--- src/rtl/nco_pkg.sv ---
// Shared constants for the NCO phase generator: default sizes, FSM encodings and LFSR constants.
// The dither LFSR constants are only consumed when NCO_DITHER_EN is defined.
package nco_pkg;

    localparam int ACC_W_DEF      = 16;
    localparam int PHASE_W_DEF    = 10;
    localparam int SINCOS_LAT_DEF = 4;
    localparam int DITHER_W_DEF   = 4;

    localparam logic [1:0] IDLE    = 2'd0;
    localparam logic [1:0] RUN     = 2'd1;
    localparam logic [1:0] PENDING = 2'd2;

    // Fibonacci taps 16,14,13,11 expressed as bit positions 15,13,12,10.
    localparam logic [15:0] LFSR_SEED = 16'hACE1;
    localparam logic [15:0] LFSR_TAPS = 16'hB400;

    function automatic logic lfsr_feedback(input logic [15:0] s);
        return ^(s & LFSR_TAPS);
    endfunction

endpackage

--- src/rtl/nco_lfsr.sv ---
// 16-bit Fibonacci LFSR that supplies phase dither to nco_phase_gen.
// Defined only when NCO_DITHER_EN is set, since nothing else uses it.
`ifdef NCO_DITHER_EN
module nco_lfsr
    import nco_pkg::*;
#(
    parameter int OUT_W = DITHER_W_DEF
) (
    input  logic             clk,
    input  logic             areset,
    input  logic             adv,
    output logic [OUT_W-1:0] dither
);

    logic [15:0] state;

    always_ff @(posedge clk) begin
        if (areset) begin
            state <= LFSR_SEED;
        end else if (adv) begin
            state <= {state[14:0], lfsr_feedback(state)};
        end
    end

    assign dither = state[OUT_W-1:0];

endmodule
`endif

--- src/rtl/nco_phase_gen.sv ---
// Phase accumulator feeding sincos, with phase-continuous FTW retune at the accumulator wrap.
// Optional phase dither is enabled by defining NCO_DITHER_EN.
module nco_phase_gen
    import nco_pkg::*;
#(
    parameter int ACC_W      = ACC_W_DEF,
    parameter int PHASE_W    = PHASE_W_DEF,
    parameter int SINCOS_LAT = SINCOS_LAT_DEF,
    parameter int DITHER_W   = DITHER_W_DEF
) (
    input  logic               clk,
    input  logic               areset,
    input  logic               en,
    input  logic [ACC_W-1:0]   ftw_in,
    input  logic               ftw_valid,
    output logic               ftw_ready,
    input  logic [PHASE_W-1:0] poff,
    output logic [PHASE_W-1:0] a,
    output logic               a_valid,
    output logic               sc_valid,
    output logic               wrap
);

    if (DITHER_W > ACC_W - PHASE_W) begin : g_bad_dither
        $error("DITHER_W must not exceed ACC_W-PHASE_W");
    end

    logic [1:0]            state;
    logic [ACC_W-1:0]      acc;
    logic [ACC_W-1:0]      ftw_reg;
    logic [ACC_W-1:0]      ftw_pend;
    logic [ACC_W:0]        sum;
    logic                  carry_q;
    logic [SINCOS_LAT-1:0] sc_pipe;
    logic                  running;
    logic                  accept;
    logic [PHASE_W-1:0]    phase_src;

    assign sum       = {1'b0, acc} + {1'b0, ftw_reg};
    assign running   = (state != IDLE);
    assign ftw_ready = (state != PENDING);
    assign accept    = ftw_valid && ftw_ready;
    assign sc_valid  = sc_pipe[SINCOS_LAT-1];

`ifdef NCO_DITHER_EN
    logic [DITHER_W-1:0] dither;
    logic [ACC_W-1:0]    acc_dith;

    nco_lfsr #(.OUT_W(DITHER_W)) u_lfsr (
        .clk    (clk),
        .areset (areset),
        .adv    (a_valid),
        .dither (dither)
    );

    assign acc_dith  = acc + ACC_W'(dither);
    assign phase_src = acc_dith[ACC_W-1 -: PHASE_W];
`else
    assign phase_src = acc[ACC_W-1 -: PHASE_W];
`endif

    // The carry is held one extra cycle so wrap lines up with the first angle of the new period.
    always_ff @(posedge clk) begin
        if (areset) begin
            state    <= IDLE;
            acc      <= '0;
            ftw_reg  <= '0;
            ftw_pend <= '0;
            carry_q  <= 1'b0;
            wrap     <= 1'b0;
            a        <= '0;
            a_valid  <= 1'b0;
            sc_pipe  <= '0;
        end else begin
            a       <= phase_src + poff;
            a_valid <= running;
            sc_pipe <= (sc_pipe << 1) | SINCOS_LAT'(a_valid);
            carry_q <= running && sum[ACC_W];
            wrap    <= carry_q;
            if (running) begin
                acc <= sum[ACC_W-1:0];
            end

            case (state)
                IDLE: begin
                    if (accept) begin
                        ftw_reg <= ftw_in;
                    end
                    if (en) begin
                        state <= RUN;
                    end
                end
                RUN: begin
                    if (!en) begin
                        if (accept) begin
                            ftw_reg <= ftw_in;
                        end
                        state <= IDLE;
                    end else if (accept) begin
                        ftw_pend <= ftw_in;
                        state    <= PENDING;
                    end
                end
                PENDING: begin
                    // A zero FTW never carries, so apply the pending word immediately.
                    if (sum[ACC_W] || (ftw_reg == '0) || !en) begin
                        ftw_reg <= ftw_pend;
                        state   <= en ? RUN : IDLE;
                    end
                end
                default: state <= IDLE;
            endcase
        end
    end

endmodule

--- config.mk ---
export PLATFORM = sky130hd
export DESIGN_NAME = nco_phase_gen
export DESIGN_NICKNAME = d
export VERILOG_FILES = /design/src/rtl/nco_pkg.sv /design/src/rtl/nco_lfsr.sv /design/src/rtl/nco_phase_gen.sv
export SDC_FILE = /design/constraint.sdc
export NUM_CORES = 1
export LEC_CHECK = 0
export BUFFER_PORTS_ARGS = -buffer_cell sky130_fd_sc_hd__buf_4
export CAP_MARGIN = 20
export CORE_MARGIN = 5
export CORE_UTILIZATION = 30
export CTS_BUF_LIST = sky130_fd_sc_hd__clkbuf_2 sky130_fd_sc_hd__clkbuf_4 sky130_fd_sc_hd__clkbuf_8
export CTS_CLUSTER_SIZE = 40
export DETAILED_ROUTE_END_ITERATION = 10
export GPL_ROUTABILITY_DRIVEN = 0
export GPL_TIMING_DRIVEN = 0
export MAX_ROUTING_LAYER = met4
export PLACE_DENSITY = 0.56
export SETUP_SLACK_MARGIN = 0.4
export SYNTH_ARGS = -nofsm -noshare
export SYNTH_HDL_FRONTEND = slang
export SYNTH_SLANG_ARGS = --single-unit
export TNS_END_PERCENT = 1
--- constraint.sdc ---
create_clock -name clk -period 2.69 [get_ports clk]
set_input_delay 0.269 -clock clk [delete_from_list [all_inputs] [get_ports clk]]
set_output_delay 0.269 -clock clk [all_outputs]
set_load 0.05 [all_outputs]
==> results.sh <==
export IMPL_cp_data_arrival_time_ns=2.47
export IMPL_rr_startpoint="ftw_reg[0]$_SDFFE_PP0P_"
export IMPL_cap_violations=0
export IMPL_critical_path_required_ns=2.93
export IMPL_slowest_stage="fa_1"
export IMPL_ys_ff_latch=67
export IMPL_setup_viol=0
export IMPL_hold_buffers=0
export IMPL_grt_first_pass_wirelength_um=14600
export IMPL_worstSetupEndpointType="register"
export IMPL_cts_inserted_buffers=9
export IMPL_grt_ovfl_total=0
export IMPL_io_pins=44
export IMPL_fin_crit_ns=2.23
export IMPL_htree_levels=3
export IMPL_slew_headroom_pct=52.2
export IMPL_critPathMaxStageDelay_ns=0.44
export IMPL_seq_area_um2=1340
export IMPL_worstReg2RegEnd="state[0]$_SDFFE_PP0P_"
export IMPL_worstHoldPathCells=3
export IMPL_reg2reg_depth=7
export IMPL_crit_path_start_kind="register"
export IMPL_pwr_share_clk_pct=36.4
export IMPL_fp_row_count=40
export IMPL_post_cts_setup_buffers=0
export IMPL_utilization_pct=36.8
export IMPL_start_util_pct=30.7
export IMPL_power_switching_mw=0.777
export IMPL_reg2reg_slack_ns=0.46
export IMPL_crit_type="reg2reg"
export IMPL_die_width_um=121
export IMPL_cts_tree="built"
export IMPL_p_comb_share_pct=20.9
export IMPL_drive_gt1_share_pct=23.0
export IMPL_ys_flop_type="dfxtp_1"
export IMPL_worst_pin_slew_ns=0.717
export IMPL_finalHoldViolations=0
export IMPL_dp_hpwl_um=6900
export IMPL_fp_dieH_um=121
export IMPL_status="finished, final reports clean"
export IMPL_critical_path_top_delay_family="compound AO/OA/AOI/OAI gates"
export IMPL_nFillCells=1229
export IMPL_multiInputGateArea_um2=2200
export IMPL_clock_latency_ns=0.35
export IMPL_drt_iter0_drc=143
export IMPL_dp_slack_ns=0.412
export IMPL_leakage_nw=1.85
export IMPL_num_antenna_cells=0
export IMPL_final_cells=616
export IMPL_fin_tns_setup_ns=0
export IMPL_yosysSeqAreaShare_pct=36.4
export IMPL_syn_inst=410
export IMPL_routed_wl_um=8940
export IMPL_synthArstFlopShare_pct=0
export IMPL_crit_buf_inv=0
export IMPL_slew_violations=0
export IMPL_path_max_fanout=3
export IMPL_yosysWarnings=0
export IMPL_area_growth_pct=20.1
export IMPL_track_usage_pct=13.0
export IMPL_min_to="ftw_pend[15]$_SDFFE_PP0P_"
export IMPL_synth_edf_count=0
export IMPL_swShare_pct=30.0
export IMPL_synth_area_per_cell_um2=8.98
export IMPL_post_drt_wl_per_cell_um=14.5
export IMPL_die_area_um2=14600
export IMPL_placed_cell_area_um2=4190
export IMPL_ant_nets=0
export IMPL_ir_drop_uv=200
export IMPL_final_cell_mix="dfxtp_1 (67), nand2_1 (58), buf_4 (44)"
export IMPL_fmax_ghz=0.448
export IMPL_powerDensity_nw_per_um2=585
export IMPL_hold_path_class="in2reg"
export IMPL_synth_cell_type_count=53
export IMPL_seq_power_share_pct=42.7
export IMPL_synth_area_um2=3680
export IMPL_p_int_mw=1.81
export IMPL_cts_buffer_depth=2
export IMPL_fin_nets=521
export IMPL_clockRootBuffer="clkbuf_8"
export IMPL_grt_pass1_vias=3017
export IMPL_final_common_cell="dfxtp_1"
export IMPL_port_buffer_count=43
export IMPL_synth_fp_nets=467
export IMPL_finalCritPeriodShare_pct=83.0
export IMPL_cts_sinks=67
export IMPL_coreArea_um2=12000
export IMPL_drc=0
export IMPL_crit_chain="ha_1, fa_1, a211oi_2, o211ai_2, a31oi_1, o21ai_0, and4_1"
export IMPL_final_setup_skew_ns=0.00821
export IMPL_place_inst=600
export IMPL_setup_ws_ns=0.458
export IMPL_via_per_inst=4.98
export IMPL_worst_hold_startpoint="ftw_in[15]"
export IMPL_antenna_found_initial=0
export IMPL_vias=3067
export IMPL_design_area_um2=4420
export IMPL_path_clk_slew_ns=0.08
export IMPL_rsz0062_at_grt="true"
export IMPL_dr_pass1_iters=4
export IMPL_grt_max_degree=13
[synthesized netlist by cell type (all sizes together), types with 3 or more instances]
cell | count | share of area, %
a21o | 5 | 1.0
inv | 7 | 0.71
clkbuf | 11 | 1.1
nor2 | 43 | 5.3
nand4 | 3 | 0.51
a21oi | 43 | 5.8
xor2 | 8 | 1.9
nand2b | 5 | 0.85
xnor2 | 12 | 2.9
a31oi | 5 | 1.3
dfxtp | 67 | 36
ha | 25 | 8.5
nand2 | 58 | 5.9
buf | 9 | 2.3
mux2i | 16 | 4.3
a211oi | 28 | 8.0
o21ai | 15 | 2.1
nor2b | 11 | 1.9
nor3 | 6 | 0.82
o211ai | 4 | 0.95
nor4 | 5 | 1.3
[worst min-delay path: stages]
cell	delay (ns)
buf_4	0.11
nand2_1	0.05
a21oi_1	0.05
[routing by layer]
layer	wire, um	part of all wire, %	global-route usage, %
met1	4030	45	14.9
met2	4530	51	22.6
met3	245	2.7	2.57
met4	137	1.5	4.75
met5	0	0	-
[cell families after synthesis]
| kind of cell | after synthesis | synth area share (%) |
|---|---|---|
| and+or+nand+nor | 143 | 19.0 |
| AOI/OAI and AO/OA | 110 | 21.7 |
| DFF | 67 | 36.4 |
| buffers and inverters | 27 | 4.15 |
| adders and majority gates | 27 | 9.58 |
| xor gates and xnor gates | 20 | 4.76 |
| muxes | 16 | 4.35 |
[per-stage QoR]
step,total power [mW],hold slack (ns)
final,2.59,0.173
after global routing,2.71,0.156
after CTS,2.61,0.158
after detailed placement,1.67,0.434
after global placement,1.66,0.418
after floorplan,1.51,0.405
[power by group through the flow]
stage | registers, mW | logic [mW] | clock network, mW
global route | 1.11 | 0.596 | 1.00
detailed placement | 1.13 | 0.539 | 0
CTS | 1.11 | 0.542 | 0.966
global placement | 1.13 | 0.529 | 0
floorplan | 1.18 | 0.333 | 0
finish | 1.10 | 0.540 | 0.942
[area by class of cell]
class / instances / area share [%]
multi-input combinational: 316 / 49.8
sequential: 67 / 30.3
timing repair buffer: 43 / 7.30
tap: 147 / 4.16
clock buffer: 10 / 2.97
buffer: 20 / 2.86
clock inverter: 6 / 2.01
inverter: 7 / 0.594
[how the worst max path moves through the flow]
stage	start	to	slack [ns]	cells after the start
2_1_floorplan	acc[0]$_SDFFE_PP0N_	ftw_reg[1]$_SDFFE_PP0P_	0.66	9
3_3_place_gp	ftw_reg[0]$_SDFFE_PP0P_	acc[10]$_SDFFE_PP0N_	0.40	8
3_5_place_dp	ftw_reg[0]$_SDFFE_PP0P_	state[0]$_SDFFE_PP0P_	0.41	7
4_1_cts	ftw_reg[0]$_SDFFE_PP0P_	state[0]$_SDFFE_PP0P_	0.47	7
5_1_grt	ftw_reg[0]$_SDFFE_PP0P_	ftw_reg[7]$_SDFFE_PP0P_	0.33	9
6_report	ftw_reg[0]$_SDFFE_PP0P_	state[0]$_SDFFE_PP0P_	0.46	7
[timing repair]
| item | 4_1_cts | 5_1_grt |
|---|---|---|
| pin swaps | 0 | 0 |
| resized for setup | 1 | 2 |
| endpoints found under the setup margin | 3 | 21 |
Power figures use the tool's default switching activity.
